$ cat config.mk
export PLATFORM = sky130hd
export DESIGN_NAME = music_sequencer
export DESIGN_NICKNAME = d
export VERILOG_FILES = /design/src/rtl/music_sequencer_pkg.sv /design/src/rtl/music_sequencer_song_rom.sv /design/src/rtl/music_sequencer.sv
export SDC_FILE = /design/constraint.sdc
export NUM_CORES = 1
export LEC_CHECK = 0
export ABC_AREA = 1
export CAP_MARGIN = 30
export CORE_UTILIZATION = 60
export CTS_CLUSTER_DIAMETER = 80
export DETAILED_ROUTE_END_ITERATION = 7
export GPL_ROUTABILITY_DRIVEN = 0
export GPL_TIMING_DRIVEN = 0
export PLACE_DENSITY = 0.81
export SYNTH_ARGS = -nofsm -noshare
export SYNTH_HDL_FRONTEND = slang
export SYNTH_SLANG_ARGS = --single-unit
$ cat constraint.sdc
create_clock -name clk -period 3.3 [get_ports clk]
set_input_delay 0.495 -clock clk [delete_from_list [all_inputs] [get_ports clk]]
set_output_delay 0.495 -clock clk [all_outputs]
set_load 0.01 [all_outputs]
$ cat src/rtl/music_sequencer_pkg.sv
// Shared definitions for the melody sequencer: note codes, frequency table,
// FSM state encoding, song ROM entry layout and the code-to-divider mapping.
`timescale 1ns/1ps
package music_sequencer_pkg;

    localparam int NOTE_DIV_W = 22;
    localparam int IDX_W      = 4;
    localparam int CODE_W     = 4;
    localparam int DUR_W      = 2;

    typedef enum logic [1:0] {
        ST_IDLE   = 2'd0,
        ST_PLAY   = 2'd1,
        ST_GAP    = 2'd2,
        ST_PAUSED = 2'd3
    } state_t;

    typedef struct packed {
        logic [CODE_W-1:0] code;
        logic [DUR_W-1:0]  dur;
    } rom_entry_t;

    localparam logic [CODE_W-1:0] NOTE_REST = 4'd0;
    localparam logic [CODE_W-1:0] NOTE_C4   = 4'd1;
    localparam logic [CODE_W-1:0] NOTE_D4   = 4'd2;
    localparam logic [CODE_W-1:0] NOTE_E4   = 4'd3;
    localparam logic [CODE_W-1:0] NOTE_F4   = 4'd4;
    localparam logic [CODE_W-1:0] NOTE_G4   = 4'd5;
    localparam logic [CODE_W-1:0] NOTE_A4   = 4'd6;
    localparam logic [CODE_W-1:0] NOTE_B4   = 4'd7;
    localparam logic [CODE_W-1:0] NOTE_C5   = 4'd8;

    localparam int FREQ_C4 = 262;
    localparam int FREQ_D4 = 294;
    localparam int FREQ_E4 = 330;
    localparam int FREQ_F4 = 349;
    localparam int FREQ_G4 = 392;
    localparam int FREQ_A4 = 440;
    localparam int FREQ_B4 = 494;
    localparam int FREQ_C5 = 523;

    function automatic logic is_rest(input logic [CODE_W-1:0] code);
        return (code == NOTE_REST) || (code > NOTE_C5);
    endfunction

    // Every branch is a constant expression, so this folds into a small mux.
    function automatic logic [NOTE_DIV_W-1:0] note_divider(input logic [CODE_W-1:0] code,
                                                           input int clk_hz);
        int d;
        case (code)
            NOTE_C4: d = clk_hz / (2 * FREQ_C4) - 1;
            NOTE_D4: d = clk_hz / (2 * FREQ_D4) - 1;
            NOTE_E4: d = clk_hz / (2 * FREQ_E4) - 1;
            NOTE_F4: d = clk_hz / (2 * FREQ_F4) - 1;
            NOTE_G4: d = clk_hz / (2 * FREQ_G4) - 1;
            NOTE_A4: d = clk_hz / (2 * FREQ_A4) - 1;
            NOTE_B4: d = clk_hz / (2 * FREQ_B4) - 1;
            NOTE_C5: d = clk_hz / (2 * FREQ_C5) - 1;
            default: d = 0;
        endcase
        return NOTE_DIV_W'(d);
    endfunction

endpackage

$ cat src/rtl/music_sequencer_song_rom.sv
// Fixed 16-entry melody table; each entry is a note code and a duration in beats minus one.
`timescale 1ns/1ps
module song_rom
    import music_sequencer_pkg::*;
(
    input  logic [IDX_W-1:0] index,
    output rom_entry_t       entry
);

    always_comb begin
        entry = '{code: NOTE_REST, dur: 2'd0};
        case (index)
            4'd0:  entry = '{code: NOTE_C4,   dur: 2'd0};
            4'd1:  entry = '{code: NOTE_A4,   dur: 2'd1};
            4'd2:  entry = '{code: NOTE_REST, dur: 2'd0};
            4'd3:  entry = '{code: NOTE_E4,   dur: 2'd0};
            4'd4:  entry = '{code: NOTE_F4,   dur: 2'd0};
            4'd5:  entry = '{code: NOTE_G4,   dur: 2'd1};
            4'd6:  entry = '{code: NOTE_G4,   dur: 2'd0};
            4'd7:  entry = '{code: NOTE_A4,   dur: 2'd0};
            4'd8:  entry = '{code: NOTE_G4,   dur: 2'd0};
            4'd9:  entry = '{code: NOTE_F4,   dur: 2'd0};
            4'd10: entry = '{code: NOTE_E4,   dur: 2'd1};
            4'd11: entry = '{code: NOTE_D4,   dur: 2'd0};
            4'd12: entry = '{code: NOTE_E4,   dur: 2'd0};
            4'd13: entry = '{code: NOTE_D4,   dur: 2'd0};
            4'd14: entry = '{code: NOTE_REST, dur: 2'd0};
            4'd15: entry = '{code: NOTE_C5,   dur: 2'd3};
        endcase
    end

endmodule

$ cat src/rtl/music_sequencer.sv
// Melody sequencer: walks the song ROM at the beat rate, inserts a muted gap after
// each note and supports play/pause, stop and looping. All outputs are registered.
`timescale 1ns/1ps
module music_sequencer
    import music_sequencer_pkg::*;
#(
    parameter int CLK_HZ      = 100_000_000,
    parameter int BEAT_CYCLES = 25_000_000,
    parameter int GAP_CYCLES  = 2_500_000,
    parameter int SONG_LEN    = 16
)(
    input  logic                  clk,
    input  logic                  rst,
    input  logic                  play_pause,
    input  logic                  stop,
    input  logic                  loop_en,
    output logic [NOTE_DIV_W-1:0] note_div,
    output logic                  mute,
    output logic                  playing,
    output logic [IDX_W-1:0]      song_idx,
    output logic                  done
);

    localparam int BEAT_W = (BEAT_CYCLES > 1) ? $clog2(BEAT_CYCLES) : 1;
    localparam int GAP_W  = (GAP_CYCLES > 1) ? $clog2(GAP_CYCLES) : 1;
    localparam logic [BEAT_W-1:0] BEAT_LAST = BEAT_W'(BEAT_CYCLES - 1);
    localparam logic [GAP_W-1:0]  GAP_LAST  = GAP_W'(GAP_CYCLES - 1);
    localparam logic [IDX_W-1:0]  LAST_IDX  = IDX_W'(SONG_LEN - 1);

    state_t                  state, state_next, saved, saved_next, timed_state;
    logic [BEAT_W-1:0]       beat_cnt, beat_next;
    logic [GAP_W-1:0]        gap_cnt, gap_next;
    logic [DUR_W-1:0]        beats_left, beats_left_next;
    logic [IDX_W-1:0]        idx_next, fetch_idx;
    logic                    load, done_next, cur_mute, cur_mute_next;
    logic [NOTE_DIV_W-1:0]   note_div_next;
    logic                    mute_next, playing_next;
    rom_entry_t              entry;

    // The only entries ever loaded are entry 0 (start/loop) and the successor in GAP.
    always_comb begin
        fetch_idx = '0;
        if (state == ST_GAP && song_idx != LAST_IDX) fetch_idx = song_idx + 1'b1;
    end

    song_rom u_song_rom (
        .index (fetch_idx),
        .entry (entry)
    );

    always_ff @(posedge clk or posedge rst) begin
        if (rst) begin
            state      <= ST_IDLE;
            saved      <= ST_IDLE;
            song_idx   <= '0;
            beat_cnt   <= '0;
            gap_cnt    <= '0;
            beats_left <= '0;
            cur_mute   <= 1'b1;
            note_div   <= '0;
            mute       <= 1'b1;
            playing    <= 1'b0;
            done       <= 1'b0;
        end else begin
            state      <= state_next;
            saved      <= saved_next;
            song_idx   <= idx_next;
            beat_cnt   <= beat_next;
            gap_cnt    <= gap_next;
            beats_left <= beats_left_next;
            cur_mute   <= cur_mute_next;
            note_div   <= note_div_next;
            mute       <= mute_next;
            playing    <= playing_next;
            done       <= done_next;
        end
    end

    // Timing events resolve first; a pause then wraps whatever state they produced.
    always_comb begin
        timed_state     = state;
        state_next      = state;
        saved_next      = saved;
        idx_next        = song_idx;
        beat_next       = beat_cnt;
        gap_next        = gap_cnt;
        beats_left_next = beats_left;
        load            = 1'b0;
        done_next       = 1'b0;
        unique case (state)
            ST_IDLE: begin
                if (play_pause) begin
                    timed_state = ST_PLAY;
                    idx_next    = '0;
                    load        = 1'b1;
                end
            end
            ST_PLAY: begin
                if (beat_cnt == BEAT_LAST) begin
                    beat_next = '0;
                    if (beats_left == '0) begin
                        timed_state = ST_GAP;
                        gap_next    = '0;
                    end else begin
                        beats_left_next = beats_left - 1'b1;
                    end
                end else begin
                    beat_next = beat_cnt + 1'b1;
                end
            end
            ST_GAP: begin
                if (gap_cnt == GAP_LAST) begin
                    gap_next = '0;
                    if (song_idx != LAST_IDX || loop_en) begin
                        timed_state = ST_PLAY;
                        idx_next    = fetch_idx;
                        load        = 1'b1;
                    end else begin
                        timed_state = ST_IDLE;
                        idx_next    = '0;
                        done_next   = 1'b1;
                    end
                end else begin
                    gap_next = gap_cnt + 1'b1;
                end
            end
            ST_PAUSED: begin
                if (play_pause) timed_state = saved;
            end
        endcase
        if (load) begin
            beat_next       = '0;
            beats_left_next = entry.dur;
        end
        state_next = timed_state;
        if (play_pause && (state == ST_PLAY || state == ST_GAP) &&
            (timed_state == ST_PLAY || timed_state == ST_GAP)) begin
            state_next = ST_PAUSED;
            saved_next = timed_state;
        end
        if (stop) begin
            state_next      = ST_IDLE;
            idx_next        = '0;
            beat_next       = '0;
            gap_next        = '0;
            beats_left_next = '0;
            load            = 1'b0;
            done_next       = 1'b0;
        end
    end

    always_comb begin
        note_div_next = note_div;
        cur_mute_next = cur_mute;
        if (load) begin
            note_div_next = note_divider(entry.code, CLK_HZ);
            cur_mute_next = is_rest(entry.code);
        end
        mute_next    = (state_next == ST_PLAY) ? cur_mute_next : 1'b1;
        playing_next = (state_next == ST_PLAY) || (state_next == ST_GAP);
    end

endmodule

==> impl_metrics.tcl, run 1 <==
set metrics [dict create \
    status "finished clean" \
    num_vias 5218 \
    grt_pass1_vias 4916 \
    yosysWarnings 0 \
    dp_hpwl_microns 10200 \
    cts_tree "built" \
    yosysTopAreaCell "dfrtp_1" \
    drc 0 \
    postSynthAreaPerCell_sq_um 7.161 \
    ys_seq_elements 78 \
    slew_viol_final 0 \
    fmax_mhz 325.0 \
    fin_cells 902 \
    die-area_sq_um 9273 \
    hold_viol_final 0 \
    min_path_cells 2 \
    dp_cells 886 \
    drt_iter0_drc 407 \
    worst_hold_path_type "register to register" \
    clk_pin_slew_ns 0.09 \
    slew_headroom 0.6350 \
    drtAntennaViolNets 0 \
    cts_max_path_buffers 2 \
    pre_cts_slack_ns -0.05373 \
    viasPerCell 5.785 \
    synth_area_leaders "dfrtp_1 (36%), nand2_1 (13%), nor2_1 (6.2%)" \
    wl_per_cell_microns 15.39 \
    holdPathEnd "beats_left[1]" \
    min-delay-start "beats_left[1]" \
    clockRootBuffer "clkbuf_8" \
    reg2reg_from "song_idx[0]" \
    worstSetupPathType "register to register" \
    final_area_sq_um 6053 \
    synth_top_flop_cell "dfrtp_1" \
    crit_fanout 6 \
    synth_edf_count 0 \
    fin_ws_ns 0.2233 \
    synth.distinct_cells 45 \
    ios 34 \
    synth_top_area_share 0.3565 \
    core_sq_um 8678 \
    syn_inst 745 \
    required_ns 3.53 \
    antenna_found_initial 0 \
    ys_async_sr_fraction 1.000 \
    setup_viol 0 \
    grt_usage 0.3148 \
    fin_crit_sh 0.9323 \
    fin_nets 814 \
    netlist_area_sq_um 5335 \
    num_rows 34 \
    cts_made_buffers 9 \
    startpoint_type "register" \
    rsz0062_at_grt "no" \
    clk_latency_ns 0.34 \
    rr_endpoint "note_div[12]" \
    critPathArrivalTime_ns 3.30 \
    chipWidth_microns 96.30 \
    p_leak_nw 2.696 \
    wl_microns 13880 \
    worstSetupEndpointType "register" \
    overflow 0 \
    period_needed_ns 3.077 \
    hold_ws_ns 0.4767 \
    irDropWorstVdd_mv 0.4833 \
    clock_sinks 78 \
    maxCapViolations 0 \
    io_buffer_count 29 \
    antennaDiodeCount 0 \
    fillers 728 \
    finalPower_mw 3.482 \
    layout-drive-gt1-share 0.1020 \
    rr_worst_depth 16 \
    yosysSeqAreaShare 0.3663 \
    worst_pin_slew_ns 0.5476 \
    syn_to_final_growth_pct 13.46 \
    place_area_sq_um 5794 \
    skew_ns 0.009306 \
    initial_utilization 0.6148 \
    power.density_nw_per_um2 575.2 \
    regToRegSetupSlack_ns 0.22 \
    grt_pass1_wl_microns 22420 \
    die_h_microns 96.30 \
    grt_max_degree 41 \
    h-tree-depth 3 \
    drt_first_pass_iters 5 \
]
[cells in the final DEF, fill, tap and decap left out, types with 3 or more instances in the layout]
| cell | instances |
|---|---|
| buf_6 | 3 |
| xor2_1 | 21 |
| nor2_4 | 4 |
| clkbuf_8 | 10 |
| conb_1 | 4 |
| inv_1 | 80 |
| nor4_1 | 10 |
| nand4_1 | 15 |
| a21oi_1 | 26 |
| buf_4 | 6 |
| nand2_2 | 7 |
| o21ai_0 | 31 |
| clkbuf_1 | 3 |
| nor2_1 | 86 |
| buf_2 | 11 |
| bufinv_16 | 3 |
| nand3_1 | 63 |
| o22ai_1 | 3 |
| o21a_1 | 4 |
| ha_1 | 19 |
| inv_2 | 9 |
| o21ai_1 | 9 |
| dfrtp_1 | 76 |
| xnor2_1 | 3 |
| o21ai_2 | 3 |
| nor2_2 | 8 |
| o41ai_1 | 4 |
| clkdlybuf4s50_1 | 29 |
| nor3_1 | 34 |
| nand2_1 | 180 |
| nor3b_1 | 4 |
[routing by layer]
layer | GRT usage | wire length (microns) | vias up
met3 | 0.05845 | 994 | 38
met2 | 0.5041 | 6486 | 244
met4 | 0.1409 | 387 | 0
met5 | 0 | 0 | -
met1 | 0.4150 | 6010 | 2428
li1 | - | - | 2508
[worst max-delay path: stages, from the launching register on]
cell      delay [ns]
dfrtp_1         0.44
ha_1            0.25
nand2_1         0.11
inv_1           0.05
nand2_1         0.07
nand2_1         0.10
nor2_2          0.20
inv_1           0.09
ha_1            0.31
xnor2_1         0.16
inv_1           0.07
o21ai_2         0.22
inv_1           0.17
ha_1            0.34
nor2_1          0.14
nand3b_1        0.16
o21ai_1         0.09
[report_power, final]
group / internal, mW / switching [mW] / total (mW) / leakage, nW
clock: 0.525 / 0.367 / 0.893 / 0.120
combinational: 0.523 / 0.821 / 1.34 / 1.54
sequential: 1.12 / 0.120 / 1.24 / 1.04
total: 2.17 / 1.31 / 3.48 / 2.70
[through the flow]
step,util,TNS [ns]
final,0.6975,0
after global routing,0.6975,0
after detailed placement,0.6677,-0.05373
after global placement,0.6651,-30.90
after CTS,0.6962,0
after floorplan,-,0
[flip-flops by register name (all words and copies together) (netlist names)]
signal,cells
done,1
state,2
note_div,17
playing,1
beats_left,2
saved,2
mute,1
song_idx,4
gap_cnt,22
cur_mute,1
beat_cnt,25
[how the worst max path moves through the flow]
| stage | slack, ns | startpoint | end |
|---|---|---|---|
| 2_1_floorplan | 0.56 | song_idx[0] | note_div[12] |
| 3_3_place_gp | -0.41 | rst | beat_cnt[23] |
| 3_5_place_dp | -0.05 | state[0] | note_div[10] |
| 4_1_cts | 0.06 | state[0] | note_div[10] |
| 5_1_grt | 0.04 | song_idx[0] | note_div[12] |
| 6_report | 0.22 | song_idx[0] | note_div[12] |
[synth_stat cells (2+ instances only)]
cell      count
inv_1        81
o22ai_1       3
o21ai_2       2
dfstp_2       2
nand2_4       2
nand3_1      63
o21ai_0      32
a21oi_1      26
ha_1         20
nor4_1       10
nor3_1       34
and3_1        2
nand2_1     180
nor2_2        6
xor2_1       21
o41ai_1       4
o21ai_1       9
clkbuf_1      2
nor2_1       88
o21a_1        4
nand4_1      15
buf_4         6
buf_2        11
nor3b_1       4
buf_6         3
dfrtp_1      76
inv_2         9
nor2_4        4
nand3b_1      2
xnor2_1       3
nand2_2       7
[repair_timing]
item / in CTS / in global routing
hold buffers: 0 / 0
gates cloned: 0 / 0
gates resized for setup: 1 / 4
buffers inserted: 0 / 0
endpoints found under the setup margin: 1 / 13
[cell families (layout without fill, tap and decap cells)]
logic type	count (synthesis)	in the layout	share of synthesized area
fa+ha+maj	20	20	0.04690
compound gates	84	84	0.08771
buf+inv	113	159	0.09052
xor+xnor	24	24	0.03940
flops	78	78	0.3663
simple gates	425	425	0.3684
other cells	1	4	0.0007029
[final cells by class]
class                      count  area, sq um  area share
clock buffer                  11        141.4     0.02336
buffer                        22        141.4     0.02336
timing repair buffer          30        310.3     0.05126
clock inverter                 5        106.4     0.01757
sequential                    78         1954      0.3229
multi-input combinational    557         2920      0.4824
tap                          108        135.1     0.02232
inverter                      91        344.1     0.05684
Note: power is estimated with default switching activity, not from simulation.
==> inputs of run 2 (changes only) <==
--- a/config.mk
+++ b/config.mk
@@ -5,14 +5,14 @@
 export SDC_FILE = /design/constraint.sdc
 export NUM_CORES = 1
 export LEC_CHECK = 0
-export ABC_AREA = 1
+export ABC_AREA = 0
 export CAP_MARGIN = 30
-export CORE_UTILIZATION = 60
-export CTS_CLUSTER_DIAMETER = 80
+export CORE_UTILIZATION = 59
+export CTS_CLUSTER_DIAMETER = 100
 export DETAILED_ROUTE_END_ITERATION = 7
 export GPL_ROUTABILITY_DRIVEN = 0
 export GPL_TIMING_DRIVEN = 0
-export PLACE_DENSITY = 0.81
+export PLACE_DENSITY = 0.8
 export SYNTH_ARGS = -nofsm -noshare
 export SYNTH_HDL_FRONTEND = slang
 export SYNTH_SLANG_ARGS = --single-unit
==> run 2 against run 1 <==
Effect of this change: via count shrank 22%; highest routed layer unchanged; non-clock buffer count rose by 3; power fell by 40%; sequential power shrank 15%; clock skew is 0.00093 ns lower; count of clock-buffer cells in the layout grew 1; cell count fell by 25%; synthesized cell count shrank 29%.
==> impl_metrics.tcl, run 2 <==
set metrics [dict create \
    status "finished clean" \
    synth_common_cells "dfrtp_1 (76), nand2_1 (61), nor2_1 (48)" \
    hold_ws_ns 0.4769 \
    drt_first_pass_iters 7 \
    yosysSeqAreaShare 0.4122 \
    hold_viol_final 0 \
    clk_pin_slew_ns 0.08 \
    worstSetupEndpointType "register" \
    period_needed_ns 3.075 \
    cpPeakStageDelay_ns 0.44 \
    synth_edf_count 0 \
    core_sq_um 7767 \
    required_ns 3.52 \
    fin_crit_sh 0.9318 \
    clock_sinks 78 \
    synth_top_area_share 0.4012 \
    reg.largest.list "beat_cnt (25), gap_cnt (22), note_div (17)" \
    skew_ns 0.008376 \
    yosysTopAreaCell "dfrtp_1" \
    layout-drive-gt1-share 0.1007 \
    dp_hpwl_microns 7290 \
    slew_viol_final 0 \
    overflow 0 \
    synth_top_flop_cell "dfrtp_1" \
    p_leak_nw 2.265 \
    ys_seq_elements 78 \
    cts_max_path_buffers 2 \
    syn_inst 530 \
    grt_max_degree 47 \
    ys_async_sr_fraction 1.000 \
    syn_to_final_growth_pct 13.51 \
    crit_fanout 12 \
    worst_pin_slew_ns 0.6143 \
    antennaDiodeCount 0 \
    ios 34 \
    die-area_sq_um 8398 \
    netlist_area_sq_um 4741 \
    initial_utilization 0.6103 \
    wl_microns 10290 \
    grt_pass1_vias 3810 \
    num_vias 4069 \
    fmax_mhz 325.2 \
    grt_pass1_wl_microns 17840 \
    cts_tree "built" \
    crit_chain "inv_1 > ha_2 > nand3_1 > ha_1 > mux2i_1 > o21ai_4 > inv_1 > ha_1 > nand2_1 > nor3_2 > a221o_1" \
    critical_path.top_delay_family "adder cells" \
    dp_cells 664 \
    synth.distinct_cells 71 \
    fin_cells 678 \
    grt_usage 0.2635 \
    maxCapViolations 0 \
    drt_iter0_drc 210 \
    setup_viol 0 \
    chipWidth_microns 91.64 \
    num_rows 32 \
    synth_area_leaders "dfrtp_1 (40%), ha_1 (5.3%), nand2_1 (4.8%)" \
    final_common_cell "dfrtp_1" \
    irDropWorstVdd_mv 0.2136 \
    place_area_sq_um 5190 \
    yosysMostFrequentCell "dfrtp_1" \
    final_area_sq_um 5381 \
    rsz0062_at_grt "no" \
    drtAntennaViolNets 0 \
    most-common-layout-cells "dfrtp_1 (76), nand2_1 (61), nor2_1 (48)" \
    finalPower_mw 2.075 \
    cts_hold_buf 0 \
    wl_per_cell_microns 15.18 \
    critPathArrivalTime_ns 3.30 \
    clockRootBuffer "clkbuf_8" \
    pre_cts_slack_ns -0.3527 \
    power.density_nw_per_um2 385.6 \
    cts_made_buffers 9 \
    largest_reg_flops 25 \
    worstSetupPathType "register to register" \
    startpoint_type "register" \
    fin_ws_ns 0.2250 \
    clk_latency_ns 0.34 \
    yosysWarnings 0 \
    viasPerCell 6.001 \
    drc 0 \
    crit_slowest_cell "dfrtp_1" \
    fin_nets 597 \
    antenna_found_initial 0 \
    io_buffer_count 28 \
    h-tree-depth 3 \
    die_h_microns 91.64 \
    top_register "beat_cnt" \
    worst_hold_path_type "register to register" \
    path_buf_inv 2 \
    slew_headroom 0.5904 \
    postSynthAreaPerCell_sq_um 8.945 \
]
run 2: repair_timing:
action	in CTS	in global routing
setup buffers	0	0
endpoints found under the setup margin	15	10
resized for setup	2	3
pin swaps	0	0
run 2: final cells by class:
cell class | count | area [sq um]
Sequential cell | 78 | 1954
Fill cell | 622 | 2386
Tap cell | 102 | 127.6
Clock inverter | 3 | 20.02
Inverter | 20 | 77.57
Multi-Input combinational cell | 408 | 2586
Buffer | 26 | 152.6
Clock buffer | 12 | 155.1
Timing Repair Buffer | 29 | 307.8
run 2: final timing paths:
path	start	to	slack, ns	cells past startpoint
setup reg to reg	state[0]	note_div[13]	0.22	11
min in group asynchronous	rst	gap_cnt[1]	0.51	2
hold reg to reg	note_div[11]	note_div[11]	0.48	2
setup / recovery	state[0]	note_div[13]	0.22	11
hold / removal	note_div[11]	note_div[11]	0.48	2
max in group asynchronous	rst	cur_mute	2.16	3
run 2: stage by stage:
stage / util / TNS, ns
floorplan: - / 0
global placement: 0.6643 / -32.12
detailed placement: 0.6682 / -3.060
CTS: 0.6917 / 0
global route: 0.6928 / 0
finish: 0.6928 / 0
run 2: worst reg2reg max path: stages (launching register included):
cell and delay [ns]:
dfrtp_1 0.44, inv_1 0.15, ha_2 0.33, nand3_1 0.25, ha_1 0.36, mux2i_1 0.11, o21ai_4 0.33, inv_1 0.12
ha_1 0.28, nand2_1 0.22, nor3_2 0.08, a221o_1 0.28
run 2: metal layers:
metal | global-route usage | routed length [microns] | vias up
li1 | - | - | 1967
met1 | 0.3733 | 4870 | 1969
met2 | 0.4123 | 4813 | 120
met3 | 0.05307 | 482 | 13
met4 | 0.07143 | 127 | 0
met5 | 0 | 0 | -
run 2: power by group:
part	switching (mW)	internal, mW	leakage [nW]
registers	0.0337	1.01	1.05
logic	0.193	0.182	1.13
clock network	0.345	0.310	0.0845
total	0.571	1.50	2.26
run 2: logic make-up after synthesis:
group                    after synthesis  share of synthesized area
other                                  1                  0.0007910
AO/OA/AOI/OAI                        114                     0.1573
buffers and inverters                 47                    0.04883
flip-flops                            78                     0.4122
multiplexers                           5                    0.01082
XOR/XNOR                              28                    0.05173
AND/OR/NAND/NOR                      237                     0.2655
adder cells (fa/ha/maj)               20                    0.05278
